<file path="src/rtl/tdm_pkg.sv">
// Shared types and constants for the 3-stream TDM slot scheduler.
package tdm_pkg;

  typedef enum logic [1:0] {
    IDLE       = 2'd0,
    SLOT_START = 2'd1,
    SLOT_HOLD  = 2'd2
  } state_t;

  localparam logic [1:0] MODE_OFF = 2'd0;
  localparam logic [1:0] MODE_1S  = 2'd1;
  localparam logic [1:0] MODE_2S  = 2'd2;
  localparam logic [1:0] MODE_3S  = 2'd3;

  typedef logic [1:0] stream_idx_t;

  localparam logic [7:0] DEF_IDLE_BYTE = 8'h00;

endpackage

</file>
<file path="src/rtl/tdm_slot_timer.sv">
// Loadable down-counter that flags the last cycle of a slot.
// Loading happens in the slot's first cycle, so a length of 1 is flagged immediately.
module tdm_slot_timer #(
  parameter int CNT_W = 3
) (
  input  logic             clk,
  input  logic             rst,
  input  logic             load,
  input  logic [CNT_W-1:0] len,
  output logic             slot_last
);

  logic [CNT_W-1:0] cnt_reg;

  always_ff @(posedge clk) begin
    if (rst) begin
      cnt_reg <= '0;
    end else if (load) begin
      cnt_reg <= len - CNT_W'(1);
    end else if (cnt_reg != '0) begin
      cnt_reg <= cnt_reg - CNT_W'(1);
    end
  end

  assign slot_last = load ? (len == CNT_W'(1)) : (cnt_reg == CNT_W'(1));

endmodule

</file>
<file path="src/rtl/tdm_slot_scheduler.sv">
// Frame-level slot scheduler for the 3-stream TDM multiplexer.
// Optional per-stream underflow counters: define TDM_UNDERFLOW_STATS_EN.
module tdm_slot_scheduler
  import tdm_pkg::*;
#(
  parameter int                DATA_W    = 8,
  parameter int                CNT_W     = 3,
  parameter logic [DATA_W-1:0] IDLE_BYTE = DATA_W'(DEF_IDLE_BYTE)
) (
  input  logic              clk,
  input  logic              rst,
  input  logic              enable,
  input  logic [1:0]        mode,
  input  logic [CNT_W-1:0]  slot_cycles,
  input  logic [DATA_W-1:0] ds1_data,
  input  logic [DATA_W-1:0] ds2_data,
  input  logic [DATA_W-1:0] ds3_data,
  input  logic              ds1_valid,
  input  logic              ds2_valid,
  input  logic              ds3_valid,
  output logic              ds1_ready,
  output logic              ds2_ready,
  output logic              ds3_ready,
  output logic [DATA_W-1:0] mux_data,
  output logic              mux_valid,
  output logic [1:0]        mux_sel,
  output logic              slot_start,
  output logic              frame_start,
  output logic              underflow
`ifdef TDM_UNDERFLOW_STATS_EN
  ,
  output logic [7:0]        uf_cnt1,
  output logic [7:0]        uf_cnt2,
  output logic [7:0]        uf_cnt3
`endif
);

  state_t           state_reg, state_next;
  stream_idx_t      idx_reg, idx_next;
  logic [1:0]       act_mode_reg, act_mode_next;
  logic [CNT_W-1:0] act_len_reg, act_len_next;
  logic [CNT_W-1:0] len_eff;
  logic             frame_go;
  logic             timer_load;
  logic             slot_last;
  logic [2:0]       valid_vec;
  logic [2:0]       ready_vec;
  logic             cur_valid;
  logic [DATA_W-1:0] cur_data;

  assign valid_vec  = {ds3_valid, ds2_valid, ds1_valid};
  assign len_eff    = (slot_cycles == '0) ? CNT_W'(1) : slot_cycles;
  assign frame_go   = enable && (mode != MODE_OFF);
  assign timer_load = (state_reg == SLOT_START);

  // Ready is gated by rst so a reset landing on SLOT_START consumes nothing.
  generate
    for (genvar gi = 0; gi < 3; gi++) begin : g_ready
      assign ready_vec[gi] = (state_reg == SLOT_START) && !rst &&
                             (idx_reg == stream_idx_t'(gi));
    end
  endgenerate

  assign ds1_ready = ready_vec[0];
  assign ds2_ready = ready_vec[1];
  assign ds3_ready = ready_vec[2];

  always_comb begin
    cur_valid = 1'b0;
    cur_data  = IDLE_BYTE;
    case (idx_reg)
      2'd0: begin cur_valid = ds1_valid; cur_data = ds1_data; end
      2'd1: begin cur_valid = ds2_valid; cur_data = ds2_data; end
      2'd2: begin cur_valid = ds3_valid; cur_data = ds3_data; end
      default: ;
    endcase
  end

  tdm_slot_timer #(.CNT_W(CNT_W)) u_timer (
    .clk       (clk),
    .rst       (rst),
    .load      (timer_load),
    .len       (act_len_reg),
    .slot_last (slot_last)
  );

  always_comb begin
    state_next    = state_reg;
    idx_next      = idx_reg;
    act_mode_next = act_mode_reg;
    act_len_next  = act_len_reg;
    case (state_reg)
      IDLE: begin
        if (frame_go) begin
          act_mode_next = mode;
          act_len_next  = len_eff;
          idx_next      = '0;
          state_next    = SLOT_START;
        end
      end
      SLOT_START, SLOT_HOLD: begin
        if (!slot_last) begin
          state_next = SLOT_HOLD;
        end else if (idx_reg != act_mode_reg - 2'd1) begin
          idx_next   = idx_reg + 2'd1;
          state_next = SLOT_START;
        end else if (frame_go) begin
          // Frame boundary: the only point where new settings take effect.
          act_mode_next = mode;
          act_len_next  = len_eff;
          idx_next      = '0;
          state_next    = SLOT_START;
        end else begin
          state_next = IDLE;
        end
      end
      default: state_next = IDLE;
    endcase
  end

  always_ff @(posedge clk) begin
    if (rst) begin
      state_reg    <= IDLE;
      idx_reg      <= '0;
      act_mode_reg <= MODE_OFF;
      act_len_reg  <= CNT_W'(1);
    end else begin
      state_reg    <= state_next;
      idx_reg      <= idx_next;
      act_mode_reg <= act_mode_next;
      act_len_reg  <= act_len_next;
    end
  end

  always_ff @(posedge clk) begin
    if (rst || state_reg == IDLE) begin
      mux_data    <= IDLE_BYTE;
      mux_valid   <= 1'b0;
      mux_sel     <= 2'd0;
      slot_start  <= 1'b0;
      frame_start <= 1'b0;
      underflow   <= 1'b0;
    end else if (state_reg == SLOT_START) begin
      mux_data    <= cur_valid ? cur_data : IDLE_BYTE;
      mux_valid   <= 1'b1;
      mux_sel     <= idx_reg + 2'd1;
      slot_start  <= 1'b1;
      frame_start <= (idx_reg == '0);
      underflow   <= !cur_valid;
    end else begin
      slot_start  <= 1'b0;
      frame_start <= 1'b0;
    end
  end

`ifdef TDM_UNDERFLOW_STATS_EN
  logic [7:0] uf_cnt_reg [3];

  generate
    for (genvar gi = 0; gi < 3; gi++) begin : g_uf_cnt
      always_ff @(posedge clk) begin
        if (rst) begin
          uf_cnt_reg[gi] <= 8'd0;
        end else if (ready_vec[gi] && !valid_vec[gi] && uf_cnt_reg[gi] != 8'hFF) begin
          uf_cnt_reg[gi] <= uf_cnt_reg[gi] + 8'd1;
        end
      end
    end
  endgenerate

  assign uf_cnt1 = uf_cnt_reg[0];
  assign uf_cnt2 = uf_cnt_reg[1];
  assign uf_cnt3 = uf_cnt_reg[2];
`else
  logic unused_valid;
  assign unused_valid = ^valid_vec;
`endif

endmodule

</file>
<file path="config.mk">
export PLATFORM = sky130hd
export DESIGN_NAME = tdm_slot_scheduler
export DESIGN_NICKNAME = d
export VERILOG_FILES = /design/src/rtl/tdm_pkg.sv /design/src/rtl/tdm_slot_timer.sv /design/src/rtl/tdm_slot_scheduler.sv
export SDC_FILE = /design/constraint.sdc
export NUM_CORES = 1
export LEC_CHECK = 0
export CORE_ASPECT_RATIO = 0.8
export CORE_MARGIN = 2
export CORE_UTILIZATION = 40
export CTS_BUF_LIST = sky130_fd_sc_hd__clkbuf_8 sky130_fd_sc_hd__clkbuf_16
export CTS_CLUSTER_SIZE = 8
export DETAILED_ROUTE_END_ITERATION = 8
export GPL_ROUTABILITY_DRIVEN = 0
export PLACE_DENSITY = 0.76
export SLEW_MARGIN = 20
export SYNTH_ARGS = -nofsm -noshare
export SYNTH_HDL_FRONTEND = slang
export SYNTH_SLANG_ARGS = --single-unit
export TNS_END_PERCENT = 10
</file>
<file path="constraint.sdc">
create_clock -name clk -period 2.1 [get_ports clk]
set_clock_uncertainty 0.15 [all_clocks]
set_input_delay 0.21 -clock clk [delete_from_list [all_inputs] [get_ports clk]]
set_output_delay 0.21 -clock clk [all_outputs]
set_load 0.02 [all_outputs]
</file>
==> results.yml, run 1 <==
outcome:
  status: "finished, final reports clean"
timing:
  slew-limit-headroom_pct: 70.2
  min_period_over_period_pct: 97.4
  min_period_ps: 2050
  fmaxAchievable_ghz: 0.489
  setup_viol: 0
  rsz0062_at_grt: "yes"
  hold_ws_ps: 322
  finalSetupTns_ps: 0
  hold_viol_final: 0
  tightest_slew_ps: 434
  final_max_slew_viol_count: 0
clocking:
  htreeDepth: 1
  cts_sinks: 26
  numCtsBuffers: 3
  ctsRootBufferMaster: "clkbuf_8"
  cts_buffer_depth: 2
  cts.clk_slew.worst_paths_ps: 90
  cts_tree: "built"
  clock_latency_ps: 270
run:
  max-cap-violations: 0
setup_path:
  regToRegEndpoint: "act_mode_reg[0]$_SDFFE_PP0P_"
  worstPathRequired_ps: 2110
  cp.arrival_ps: 2050
  critical_path_class: "reg -> reg"
  ff2ff_setup_slack_ps: 50
  rr_worst_depth: 8
  start_kind: "flip-flop"
  crit-reg2reg-launch: "state_reg[1]$_SDFFE_PP0P_"
  crit_path_max_fanout: 6
  worst_setup_path_end_kind: "flip-flop"
  crit_end: "act_mode_reg[0]$_SDFFE_PP0P_"
  critPathLaunch: "state_reg[1]$_SDFFE_PP0P_"
placed_design:
  place_area_um2: 2040
  port_buffers: 51
  post-place-cells: 252
  place_hpwl_um: 2810
layout:
  n_antenna_cell: 0
  finalNetCount: 263
  finalInstanceArea_um2: 2130
  largest_reg_flops: 8
  fin_cells: 257
  areaGrowthSynthToFinish_pct: 46.7
  fillerInstances: 289
  drive_gt1_share_pct: 12.1
floorplan:
  die_h_um: 57.9
  initial_core_util_pct: 42.1
  die-area_um2: 4130
  io_pins: 52
  die_w_um: 71.3
  num_rows: 19
  coreArea_um2: 3450
min_path:
  hold_path_class: "reg -> reg"
  min_from: "mux_valid$_SDFFE_PP0P_"
yosys:
  synth_area_leaders: "dfxtp_1 (36%), ha_1 (10%), a222oi_1 (6.2%)"
  synth_area_per_cell_um2: 9.07
  synth_largest_area_cell: "dfxtp_1"
  syn_nets: 207
  ys_warn_count: 0
  synth_xor_xnor_area_share_pct: 1.81
  netlist_area_um2: 1450
  synth-compound-area-share_pct: 18.4
  synth_fa_ha_area_share_pct: 10.3
  synth_simple_gate_area_share_pct: 21.8
  yosysTopAreaCellShare_pct: 35.9
  yosys.cell_types.count: 33
  muxShareOfSynthArea_pct: 6.29
  synth-seq-cells: 26
  ys_seq_area_share_pct: 35.9
  synthCells: 160
  synth_top_family_by_area: "simple AND/OR/NAND/NOR gates"
grt:
  track_usage_pct: 17.4
  grt-ovfl-total: 0
  grt_pass1_wl_um: 5710
  antenna_found_initial: 0
  grt_max_degree: 27
  grt_pass1_vias: 1282
drt:
  dr.pass1.iters: 4
  vias_per_cell: 5.27
  drt_iter0_markers: 55
  vias: 1355
  wl_um: 3680
  drc: 0
  drtAntennaViolNets: 0
  post_drt_wl_per_cell_um: 14.3
power:
  power_density_nw_per_um2: 740
  ir_drop_mv: 0.611
  leakagePower_uw: 0.000837
through the flow:
stage | worst slack [ps] | util [%] | total power, uW
2_1_floorplan | -89.9 | - | 1020
3_3_place_gp | 49.1 | 59.1 | 1210
3_5_place_dp | -65.7 | 59.1 | 1230
4_1_cts | -9.18 | 60.9 | 1570
5_1_grt | -52.4 | 61.8 | 1680
6_report | 54.8 | 61.8 | 1580
per-layer routing:
| layer | wire length, um | up-vias | track usage, % |
|---|---|---|---|
| li1 | - | 676 | - |
| met1 | 1590 | 618 | 20.7 |
| met2 | 1710 | 56 | 31.2 |
| met3 | 342 | 5 | 5.57 |
| met4 | 34 | 0 | 3.23 |
| met5 | 0 | - | 0 |
timing repair:
item / in CTS / in global routing
hold buffers: 0 / 0
hold endpoints to repair: 0 / 0
resized for setup: 8 / 6
buffers inserted: 0 / 1
endpoints found under the setup margin: 8 / 14
pin swaps: 1 / 0
placed cells by master (no fill, tap or decap), types with 2 or more instances in the layout:
cell / instances
nand2_1: 2
xnor2_1: 2
dfxtp_1: 24
ha_1: 10
clkdlybuf4s50_1: 48
nor2_1: 19
buf_4: 8
dlygate4sd2_1: 3
inv_1: 8
nand3b_1: 9
dfxtp_2: 2
a211oi_1: 3
and2_1: 4
clkbuf_8: 4
o21ai_0: 3
nor2b_1: 4
a222oi_1: 9
a21oi_1: 13
nand2b_1: 10
mux2i_1: 8
worst min path at each step:
stage	cells after the start	to	slack [ps]
floorplan	2	act_len_reg[1]$_SDFFE_PP0P_	210
global placement	1	mux_valid$_SDFFE_PP0P_	300
detailed placement	1	mux_valid$_SDFFE_PP0P_	310
CTS	2	mux_data[4]$_SDFFE_PP0P_	330
global route	2	mux_data[4]$_SDFFE_PP0P_	340
finish	1	mux_valid$_SDFFE_PP0P_	320
Yosys cell counts:
| library cell | count |
|---|---|
| a21o_1 | 1 |
| or2_2 | 1 |
| o31a_1 | 1 |
| nand2_1 | 2 |
| a211oi_1 | 3 |
| ha_1 | 12 |
| o21ai_0 | 3 |
| mux2_2 | 1 |
| and2_1 | 4 |
| nor2b_1 | 5 |
| o2111ai_1 | 1 |
| nand3b_1 | 9 |
| xor2_1 | 1 |
| nand3_1 | 1 |
| a31oi_1 | 1 |
| clkbuf_1 | 8 |
| inv_1 | 9 |
| or3b_4 | 1 |
| and3_4 | 1 |
| a2111oi_4 | 1 |
| o211ai_1 | 1 |
| dfxtp_1 | 26 |
| a222oi_1 | 9 |
| xnor2_1 | 2 |
| mux2i_1 | 8 |
| a21oi_1 | 13 |
| buf_1 | 1 |
| nand2b_1 | 10 |
| o32ai_1 | 1 |
| nor3_1 | 1 |
| nor2_1 | 20 |
| nand4b_1 | 1 |
| buf_6 | 1 |
kinds of logic (layout without fill, tap and decap cells):
group,count (synthesis),in the layout
buffers and inverters,19,74
xor gates and xnor gates,3,3
DFF,26,26
and+or+nand+nor,56,56
adders and majority gates,12,12
AOI/OAI and AO/OA,35,35
muxes,9,9
critical path, stage by stage (launching register included):
cell	delay [ps]
dfxtp_2	350
inv_2	50
ha_4	170
or3b_4	380
and3_4	210
a2111oi_4	200
buf_6	170
mux2i_1	200
nor2_1	60
area by class of cell:
class | count | area [um^2] | share of cell area [%]
Clock buffer | 4 | 55.1 | 2.59
Inverter | 9 | 33.8 | 1.59
Multi-Input combinational cell | 115 | 872 | 41.0
Sequential cell | 26 | 523 | 24.6
Tap cell | 42 | 52.6 | 2.47
Timing Repair Buffer | 61 | 593 | 27.8
power breakdown:
part	internal, uW	leakage (uW)	switching (uW)
clock network	168	0.0000288	155
registers	544	0.000212	42.9
logic	341	0.000597	326
total	1050	0.000837	524
Note: power is estimated with default switching activity, not from simulation.
==> inputs of run 2 (changes only) <==
GPL_ROUTABILITY_DRIVEN = unset   (was 0)
==> results of run 2 <==
No change in the layout: final DEF, timing and power equal those of run 1.
